==> src/rtl/km_modmul_ctrl.sv <==
// ---------------------------------------------------------------------------
// km_modmul_ctrl
//
// Purpose:
//   Sequencing controller for a modular multiplier built around an external,
//   shared Karatsuba multiplier (km_b). It takes one operand pair, drives
//   km_b, waits out its latency, and captures the 2W-bit product. It then
//   reduces the product mod Q = 2^W - C with two pseudo-Mersenne folds and
//   one conditional subtract, and returns the residue. Only one operation is
//   in flight at a time, and latency is fixed regardless of operand values.
//
// Ports:
//   clk, rst_n            clock (rising edge), asynchronous active-low reset
//   in_valid/in_ready     operand handshake; in_a/in_b are any W-bit values
//   out_valid/out_ready   result handshake; out_p = (in_a*in_b) mod Q
//   mul_a/mul_b           registered operands to km_b
//   mul_start             one-cycle pulse in the first cycle mul_a/mul_b are valid
//   mul_p                 2W-bit product returned by km_b
//   busy                  high in every state except IDLE
//   dbg_state             current FSM state, for observation only
//
// Handshake semantics: a transfer happens on a rising edge where valid and
// ready are both high. in_ready is high only in IDLE, so in_a/in_b are never
// sampled elsewhere. out_valid is high throughout DONE, with out_p stable. It
// drops only after an edge with out_ready high. The completing edge returns
// the FSM to IDLE, so the next accept is at least one edge later.
// ---------------------------------------------------------------------------
module km_modmul_ctrl #(
    parameter int W       = 32,
    parameter int C       = 5,
    parameter int MUL_LAT = 0
) (
    input  logic             clk,
    input  logic             rst_n,
    input  logic             in_valid,
    output logic             in_ready,
    input  logic [W-1:0]     in_a,
    input  logic [W-1:0]     in_b,
    output logic             out_valid,
    input  logic             out_ready,
    output logic [W-1:0]     out_p,
    output logic [W-1:0]     mul_a,
    output logic [W-1:0]     mul_b,
    output logic             mul_start,
    input  logic [2*W-1:0]   mul_p,
    output logic             busy,
    output logic [2:0]       dbg_state
);

    localparam logic [2:0] S_IDLE  = 3'd0;
    localparam logic [2:0] S_MUL   = 3'd1;
    localparam logic [2:0] S_FOLD1 = 3'd2;
    localparam logic [2:0] S_FOLD2 = 3'd3;
    localparam logic [2:0] S_CORR  = 3'd4;
    localparam logic [2:0] S_DONE  = 3'd5;

    // The counter needs to hold the value MUL_LAT itself.
    localparam int              CW      = $clog2(MUL_LAT + 2);
    localparam logic [CW-1:0]   LAT_CNT = CW'(MUL_LAT);

    localparam logic [2*W-1:0]  C_X    = (2*W)'(C);
    localparam logic [2*W-1:0]  MASK_W = {{W{1'b0}}, {W{1'b1}}};
    localparam logic [2*W-1:0]  Q_X    = MASK_W - C_X + (2*W)'(1);
    localparam logic [W-1:0]    Q_W    = Q_X[W-1:0];

    logic [2:0]      state_q, state_d;
    logic [CW-1:0]   cnt_q, cnt_d;
    logic [2*W-1:0]  x_q, x_d;
    logic [W-1:0]    mul_a_q, mul_a_d;
    logic [W-1:0]    mul_b_q, mul_b_d;
    logic            mul_start_q, mul_start_d;
    logic [W-1:0]    out_p_q, out_p_d;

    // One pseudo-Mersenne fold: 2^W == C (mod Q), so hi*2^W + lo == hi*C + lo.
    // The same datapath serves both folds. The first fold leaves the high half
    // at most C, so the second fold brings x below 2^W + C*(C+1), which is < 2Q.
    logic [2*W-1:0]  fold_v;
    assign fold_v = ({{W{1'b0}}, x_q[2*W-1:W]} * C_X) + {{W{1'b0}}, x_q[W-1:0]};

    // When x >= Q, the difference x - Q is below Q < 2^W, so the low W bits
    // of the subtraction are exact.
    logic            x_ge_q;
    logic [W-1:0]    x_minus_q;
    assign x_ge_q    = (x_q >= Q_X);
    assign x_minus_q = x_q[W-1:0] - Q_W;

    always_comb begin
        state_d     = state_q;
        cnt_d       = cnt_q;
        x_d         = x_q;
        mul_a_d     = mul_a_q;
        mul_b_d     = mul_b_q;
        mul_start_d = 1'b0;
        out_p_d     = out_p_q;
        case (state_q)
            S_IDLE: begin
                if (in_valid) begin
                    mul_a_d     = in_a;
                    mul_b_d     = in_b;
                    cnt_d       = '0;
                    mul_start_d = 1'b1;
                    state_d     = S_MUL;
                end
            end
            S_MUL: begin
                if (cnt_q == LAT_CNT) begin
                    x_d     = mul_p;
                    state_d = S_FOLD1;
                end else begin
                    cnt_d = cnt_q + 1'b1;
                end
            end
            S_FOLD1: begin
                x_d     = fold_v;
                state_d = S_FOLD2;
            end
            S_FOLD2: begin
                x_d     = fold_v;
                state_d = S_CORR;
            end
            S_CORR: begin
                out_p_d = x_ge_q ? x_minus_q : x_q[W-1:0];
                state_d = S_DONE;
            end
            S_DONE: begin
                if (out_ready) begin
                    state_d = S_IDLE;
                end
            end
            default: begin
                state_d = S_IDLE;
            end
        endcase
    end

    always_ff @(posedge clk or negedge rst_n) begin
        if (!rst_n) begin
            state_q     <= S_IDLE;
            cnt_q       <= '0;
            x_q         <= '0;
            mul_a_q     <= '0;
            mul_b_q     <= '0;
            mul_start_q <= 1'b0;
            out_p_q     <= '0;
        end else begin
            state_q     <= state_d;
            cnt_q       <= cnt_d;
            x_q         <= x_d;
            mul_a_q     <= mul_a_d;
            mul_b_q     <= mul_b_d;
            mul_start_q <= mul_start_d;
            out_p_q     <= out_p_d;
        end
    end

    assign in_ready  = (state_q == S_IDLE);
    assign busy      = (state_q != S_IDLE);
    assign out_valid = (state_q == S_DONE);
    assign out_p     = out_p_q;
    assign mul_a     = mul_a_q;
    assign mul_b     = mul_b_q;
    assign mul_start = mul_start_q;
    assign dbg_state = state_q;

endmodule

==> config.mk <==
export PLATFORM = sky130hd
export DESIGN_NAME = km_modmul_ctrl
export DESIGN_NICKNAME = d
export VERILOG_FILES = /design/src/rtl/km_modmul_ctrl.sv
export SDC_FILE = /design/constraint.sdc
export NUM_CORES = 1
export LEC_CHECK = 0
export CAP_MARGIN = 20
export CORE_MARGIN = 2
export CORE_UTILIZATION = 31
export CTS_BUF_LIST = sky130_fd_sc_hd__clkbuf_4 sky130_fd_sc_hd__clkbuf_8
export CTS_CLUSTER_DIAMETER = 80
export DETAILED_ROUTE_END_ITERATION = 16
export GPL_ROUTABILITY_DRIVEN = 0
export GPL_TIMING_DRIVEN = 1
export PLACE_DENSITY = 0.61
export SYNTH_ARGS = -nofsm -noshare
export SYNTH_HDL_FRONTEND = slang
export SYNTH_SLANG_ARGS = --single-unit
export TNS_END_PERCENT = 1
==> constraint.sdc <==
create_clock -name clk -period 4.9 [get_ports clk]
set_input_delay 1.225 -clock clk [delete_from_list [all_inputs] [get_ports clk]]
set_output_delay 1.225 -clock clk [all_outputs]
set_load 0.05 [all_outputs]
# --- Yosys cells after proc, flatten, opt, wreduce, memory -nomap -nowiden ---
# Cells that the tools add are included.
# Widths: inputs -> output; s select.
totals:
  ff_bits: 165
  in_bits: 132
  out_inout_bits: 103
  elab_cells: 41
op_classes:
  n_addsub: 3
  multipliers: 1
  order_cmp: 1
  n_eq_ne: 8
  mux: 12
  n_reduce_logical: 9
ops:
  columns: ["cell", "n"]
  rows:
  - ["$pmux 64 s2", 1]
  - ["$ge 64x32->1 const B", 1]
  - ["$mux 64", 1]
  - ["$add 35x32->36", 1]
  - ["$mul 32x3->35 const B", 1]
  - ["$mux 32", 1]
  - ["$sub 32x32->32 const B", 1]
  - ["$pmux 3 s6", 1]
  - ["$mux 3", 3]
  - ["$eq 3x2->1 const B", 2]
  - ["$eq 3x3->1 const B", 2]
  - ["$reduce_and 2->1", 3]
  - ["$mux 1", 4]
  - ["$ne 2x2->1 const B", 2]
  - ["$reduce_bool 2->1", 2]
  - ["$eq 3x1->1 const B", 1]
  - ["$logic_not 3->1", 1]
  - ["$reduce_and 3->1", 1]
  - ["$reduce_bool 3->1", 1]
  - ["$ne 2x1->1 const B", 1]
  - ["$pmux 1 s2", 1]
  - ["$reduce_or 2->1", 1]
  - ["$add 1x1->1 const B", 1]

# --- Depth between registers and ports, before layout ---
depth:
  ltp_word: 4
  depth_mapped: 14
  mapped_depth_nobuf: 13

# --- Worst setup path before layout ---
# No wires, ideal clock.
synth_timing:
  path_type: "flip-flop to flip-flop"
  start: "register x_q[39]"
  end: "register x_q[24]"
  setup_time_ns: 0.104
  arrival_ns: 3.526
  required_time_ns: 4.796
  setup_slack_ns: 1.270
  stages_incl_launch_ff: 14
  path_buffers: 0
  period_less_slack_ns: 3.630
  cell_sequence: "dfrtp_1 -> ha_1 -> inv_1 -> fa_1 -> inv_1 -> ha_1 -> a21oi_1 -> o21ai_0 -> a221o_1 -> a31o_2 -> a2111oi_0 -> o31ai_1 -> xnor2_1 -> a221oi_1"
synth_via:
  elab_chain_cells: 3
synth_rtl:
  columns: ["item", "line_no", "source"]
  rows:
  - ["start, declared", "68", "logic [2*W-1:0] x_q, x_d;"]
  - ["start signal, assigned", "140", "x_q <= '0;"]
  - ["start signal, assigned", "148", "x_q <= x_d;"]
  - ["$mul 32x3->35", "78", "assign fold_v = ({{W{1'b0}}, x_q[2*W-1:W]} * C_X) + {{W{1'b0}}, x_q[W-1:0]};"]
  - ["$add 35x32->36", "78", null]
  - ["$pmux 64 s2", "95", "case (state_q)"]
# No other way between the ends.
# A chain may end at the register's enable or synchronous reset.

# --- Worst setup path after layout ---
layout_timing:
  start: "register x_q[33]"
  end: "register x_q[24]"
# The elaborated chain is that of the path after synthesis.

==> metrics list <==
- For this run, the number of Yosys warnings is 0.
- Critical Path Slowest Stage Cell: sky130_fd_sc_hd__a2111oi_0
- Max-slew violation count: 0
- Most common flop cell mapped by yosys: sky130_fd_sc_hd__dfrtp_1
- After routing, the total negative slack on setup checks comes to 0 ns.
* Ratio of routed vias to standard cells: 4.842
* Post-CTS Setup Inserts: 0
- The count of nets left with antenna violations once routing finished came out at 0.
- Starting density of the core: 31.40%
- CP Class: reg -> reg
- Setup repair after global routing left no endpoint under its margin.
- A synthesized cell averages 9.826 sq um.
* Routed wire length per instance: 16.88 um
- Clock-pin slew was measured on the worst setup and hold paths at 0.10 ns.
- The clock drives 164 sinks.
* Worst Tran Pin Value: 0.8257 ns
- Setup violations remaining at the end of the flow were counted as 0.
- Counting stages on the worst path, the most repeated cell is sky130_fd_sc_hd__ha_1.
- Final worst-path cycle share: 85.95%
* Fraction of layout instances using a drive strength above 1: 9.835%
- Hold repair after CTS inserted 0 buffers.
- Largest net degree at the start of global routing: 88
- The worst setup path is captured at a flip-flop.
* Commonest cells after routing, fill and taps aside: sky130_fd_sc_hd__clkdlybuf4s50_1, sky130_fd_sc_hd__dfrtp_1, sky130_fd_sc_hd__inv_1
- TritonCTS clock tree: yes
- No sink is reached through more buffers than the 2 on the longest clock path.
- At the end of the flow, the number of nets in the layout was 1,488.
- The detailed router finished its first iteration with 361 violations.
* Post-CTS Resized: 0
* Mapped Area: 10,190 sq um
- Synthesis-stage register bit count: 164
* Number of synthesized flops with an enable pin: 0
- Result of the run: finished, final reports clean
* Number of placed I/O pins: 235
* Vias after detailed routing: 8,294
* Syn nets: 1,267
- Overall fraction of global-route tracks in use: 17.25%
- Max H-tree Level: 4
- The floorplan has 66 rows.
- Sequential element share of the synthesized area: 40.28%
- Max-cap violations in this run came to 0.
- At the later pin of the worst-skew pair, clock insertion delay measures 0.47 ns.
* Skew final: 0.01220 ns
- Number of buffers inserted during clock tree synthesis: 17
- For this run, the slowest stage of the critical path takes 0.73 ns.
- Die width: 185.3 um
- Standard cell core area: 32,450 sq um
- The area growth from synthesis to layout is 31.69%.
* CP delay by family, top: compound AO/OA/AOI/OAI gates
- The first global-routing pass estimated 45.74 mm of wire.
* Cell variety after synth: 58
- Kind of launch point of the worst setup path: flip-flop
* Routed wire length: 28.91 mm
- Number of buffers added on ports: 234
* CTS Root Cell: sky130_fd_sc_hd__clkbuf_8
- Die area: 34,340 sq um
- Share of flip-flops with an asynchronous set or reset after synthesis: 100.0%
* DRC viols: 0
- The path class of the tightest hold or removal check is reg -> reg.
- Number of buffers and inverters on the critical path: 0
* Total overflow reported by the global router: 0
* Timing-limited maximum frequency: 237.4 MHz
- Leaving out fill and tap cells, the most frequent cell in the layout is sky130_fd_sc_hd__clkdlybuf4s50_1.
* Number of antenna cells inserted: 0
- Summed over all nets, the half-perimeter wirelength after detailed placement is 23.40 mm.
- Number of global-route vias before repair: 8,383
* Number of cells produced by synthesis: 1,037
- Initial antenna violation count: 1
* Fin crit period: 4.212 ns
- Final Hold Vio Count: 0
- Required time of the critical path: 5.27 ns
- For the worst setup path, the data arrival time is 4.59 ns.
- Crit path max fanout: 5
* Crit path cell chain: ha_1 -> fa_1 -> ha_1 -> a211oi_1 -> o21ai_0 -> a21o_1 -> a31o_2 -> a2111oi_0 -> o31ai_1 -> xnor2_1 -> a221oi_1
* Total iterations of the first detailed-routing run: 5
* DIE HEIGHT: 185.3 um
- Worst-case headroom to the max-slew limit: 43.53%
[layout make-up]
type                    count  area [sq um]
flip-flops and latches    164          4104
inverters                 146         548.0
multi-input cells         682          5369
fillers                  3181         19030
clock buffers              19         255.2
clock inverters            13         148.9
well taps                 442         553.0
repair buffers            247          2441
[worst reg2reg max path, delay by kind of cell (launching register included)]
family | cells | cell delay [ns]
adder cells (fa/ha/maj) | 3 | 1.10
flip-flops | 1 | 0.43
XOR/XNOR | 1 | 0.17
AO/OA/AOI/OAI | 7 | 2.41
[routing by layer]
layer  vias to the layer above  track usage, %  wire, um
met5                         -               0         0
met3                        36           3.755      2077
met2                       292           29.12     13600
li1                       4018               -         -
met1                      3948           21.51     12330
met4                         0           6.603       904
[state kept, by name (all words and copies together), names as in the netlist]
name	flops
dbg_state	3
mul_a	32
mul_b	32
mul_start	1
out_p	32
x_q	64
[cell usage after synthesis, types with 2 or more instances]
cell | count | share of area, %
sky130_fd_sc_hd__a2111oi_0 | 2 | 0.17
sky130_fd_sc_hd__a211oi_1 | 9 | 0.66
sky130_fd_sc_hd__a21o_1 | 14 | 1.0
sky130_fd_sc_hd__a21oi_1 | 76 | 3.7
sky130_fd_sc_hd__a221oi_1 | 14 | 1.2
sky130_fd_sc_hd__a22o_1 | 30 | 2.6
sky130_fd_sc_hd__a22oi_1 | 7 | 0.52
sky130_fd_sc_hd__a311oi_1 | 3 | 0.26
sky130_fd_sc_hd__a31oi_1 | 5 | 0.31
sky130_fd_sc_hd__and2_1 | 4 | 0.25
sky130_fd_sc_hd__and3_1 | 6 | 0.37
sky130_fd_sc_hd__and3b_1 | 4 | 0.34
sky130_fd_sc_hd__and4_1 | 2 | 0.17
sky130_fd_sc_hd__buf_1 | 3 | 0.11
sky130_fd_sc_hd__clkbuf_1 | 41 | 1.5
sky130_fd_sc_hd__dfrtp_1 | 164 | 40
sky130_fd_sc_hd__fa_1 | 30 | 5.9
sky130_fd_sc_hd__ha_1 | 68 | 8.3
sky130_fd_sc_hd__inv_1 | 146 | 5.4
sky130_fd_sc_hd__mux2_2 | 65 | 7.2
sky130_fd_sc_hd__mux2i_1 | 3 | 0.29
sky130_fd_sc_hd__nand2_1 | 41 | 1.5
sky130_fd_sc_hd__nand2b_1 | 6 | 0.37
sky130_fd_sc_hd__nand3_1 | 13 | 0.64
sky130_fd_sc_hd__nand4_1 | 13 | 0.80
sky130_fd_sc_hd__nor2_1 | 78 | 2.9
sky130_fd_sc_hd__nor2b_1 | 7 | 0.43
sky130_fd_sc_hd__nor3_1 | 25 | 1.2
sky130_fd_sc_hd__nor3b_1 | 6 | 0.44
sky130_fd_sc_hd__nor4_1 | 10 | 0.61
sky130_fd_sc_hd__o21a_1 | 3 | 0.22
sky130_fd_sc_hd__o21ai_0 | 38 | 1.9
sky130_fd_sc_hd__o221ai_1 | 4 | 0.34
sky130_fd_sc_hd__o22a_1 | 2 | 0.17
sky130_fd_sc_hd__o22ai_1 | 4 | 0.25
sky130_fd_sc_hd__o31ai_1 | 3 | 0.22
sky130_fd_sc_hd__o41ai_1 | 2 | 0.17
sky130_fd_sc_hd__or2_2 | 2 | 0.12
sky130_fd_sc_hd__or3_1 | 6 | 0.37
sky130_fd_sc_hd__or3b_2 | 2 | 0.17
sky130_fd_sc_hd__or4_1 | 2 | 0.15
sky130_fd_sc_hd__or4_4 | 2 | 0.22
sky130_fd_sc_hd__xnor2_1 | 43 | 3.7
sky130_fd_sc_hd__xor2_1 | 15 | 1.3
[final timing paths]
check | startpoint | endpoint | slack [ns] | cells past startpoint
setup / recovery | x_q[33] | x_q[24] | 0.69 | 11
hold reg to reg | mul_a[23] | mul_a[23] | 0.51 | 1
setup reg to reg | x_q[33] | x_q[24] | 0.69 | 11
max in group asynchronous | rst_n | mul_a[22] | 3.17 | 2
hold / removal | mul_a[23] | mul_a[23] | 0.51 | 1
min in group asynchronous | rst_n | x_q[0] | 0.79 | 1
[cells by family (layout without fill, tap and decap cells)]
family	after synthesis	after routing	share of synthesized area [%]
compound gates	225	225	14.55
buf+inv	191	425	7.110
simple gates	233	233	11.36
fa+ha+maj	98	98	14.24
mux	68	68	7.478
flops	164	164	40.28
xor+xnor	58	58	4.985
[through the flow]
step                util, %  worst slack [ns]  instances  hold WS, ns  area, sq um
finish                41.35            0.6885       1713       0.5106        13420
global route          41.35            0.3894       1713       0.5261        13420
CTS                   41.35            0.7259       1713       0.5156        13420
detailed placement    40.10            0.7803       1681       0.4939        13020
global placement      40.10            0.8341       1681       0.4869        13020
floorplan                 -             1.270       1037       0.5192        10190
Power is left out: the tool's default activity adds up to more than one toggle a clock period on the data nets, which glitch-free logic cannot reach.
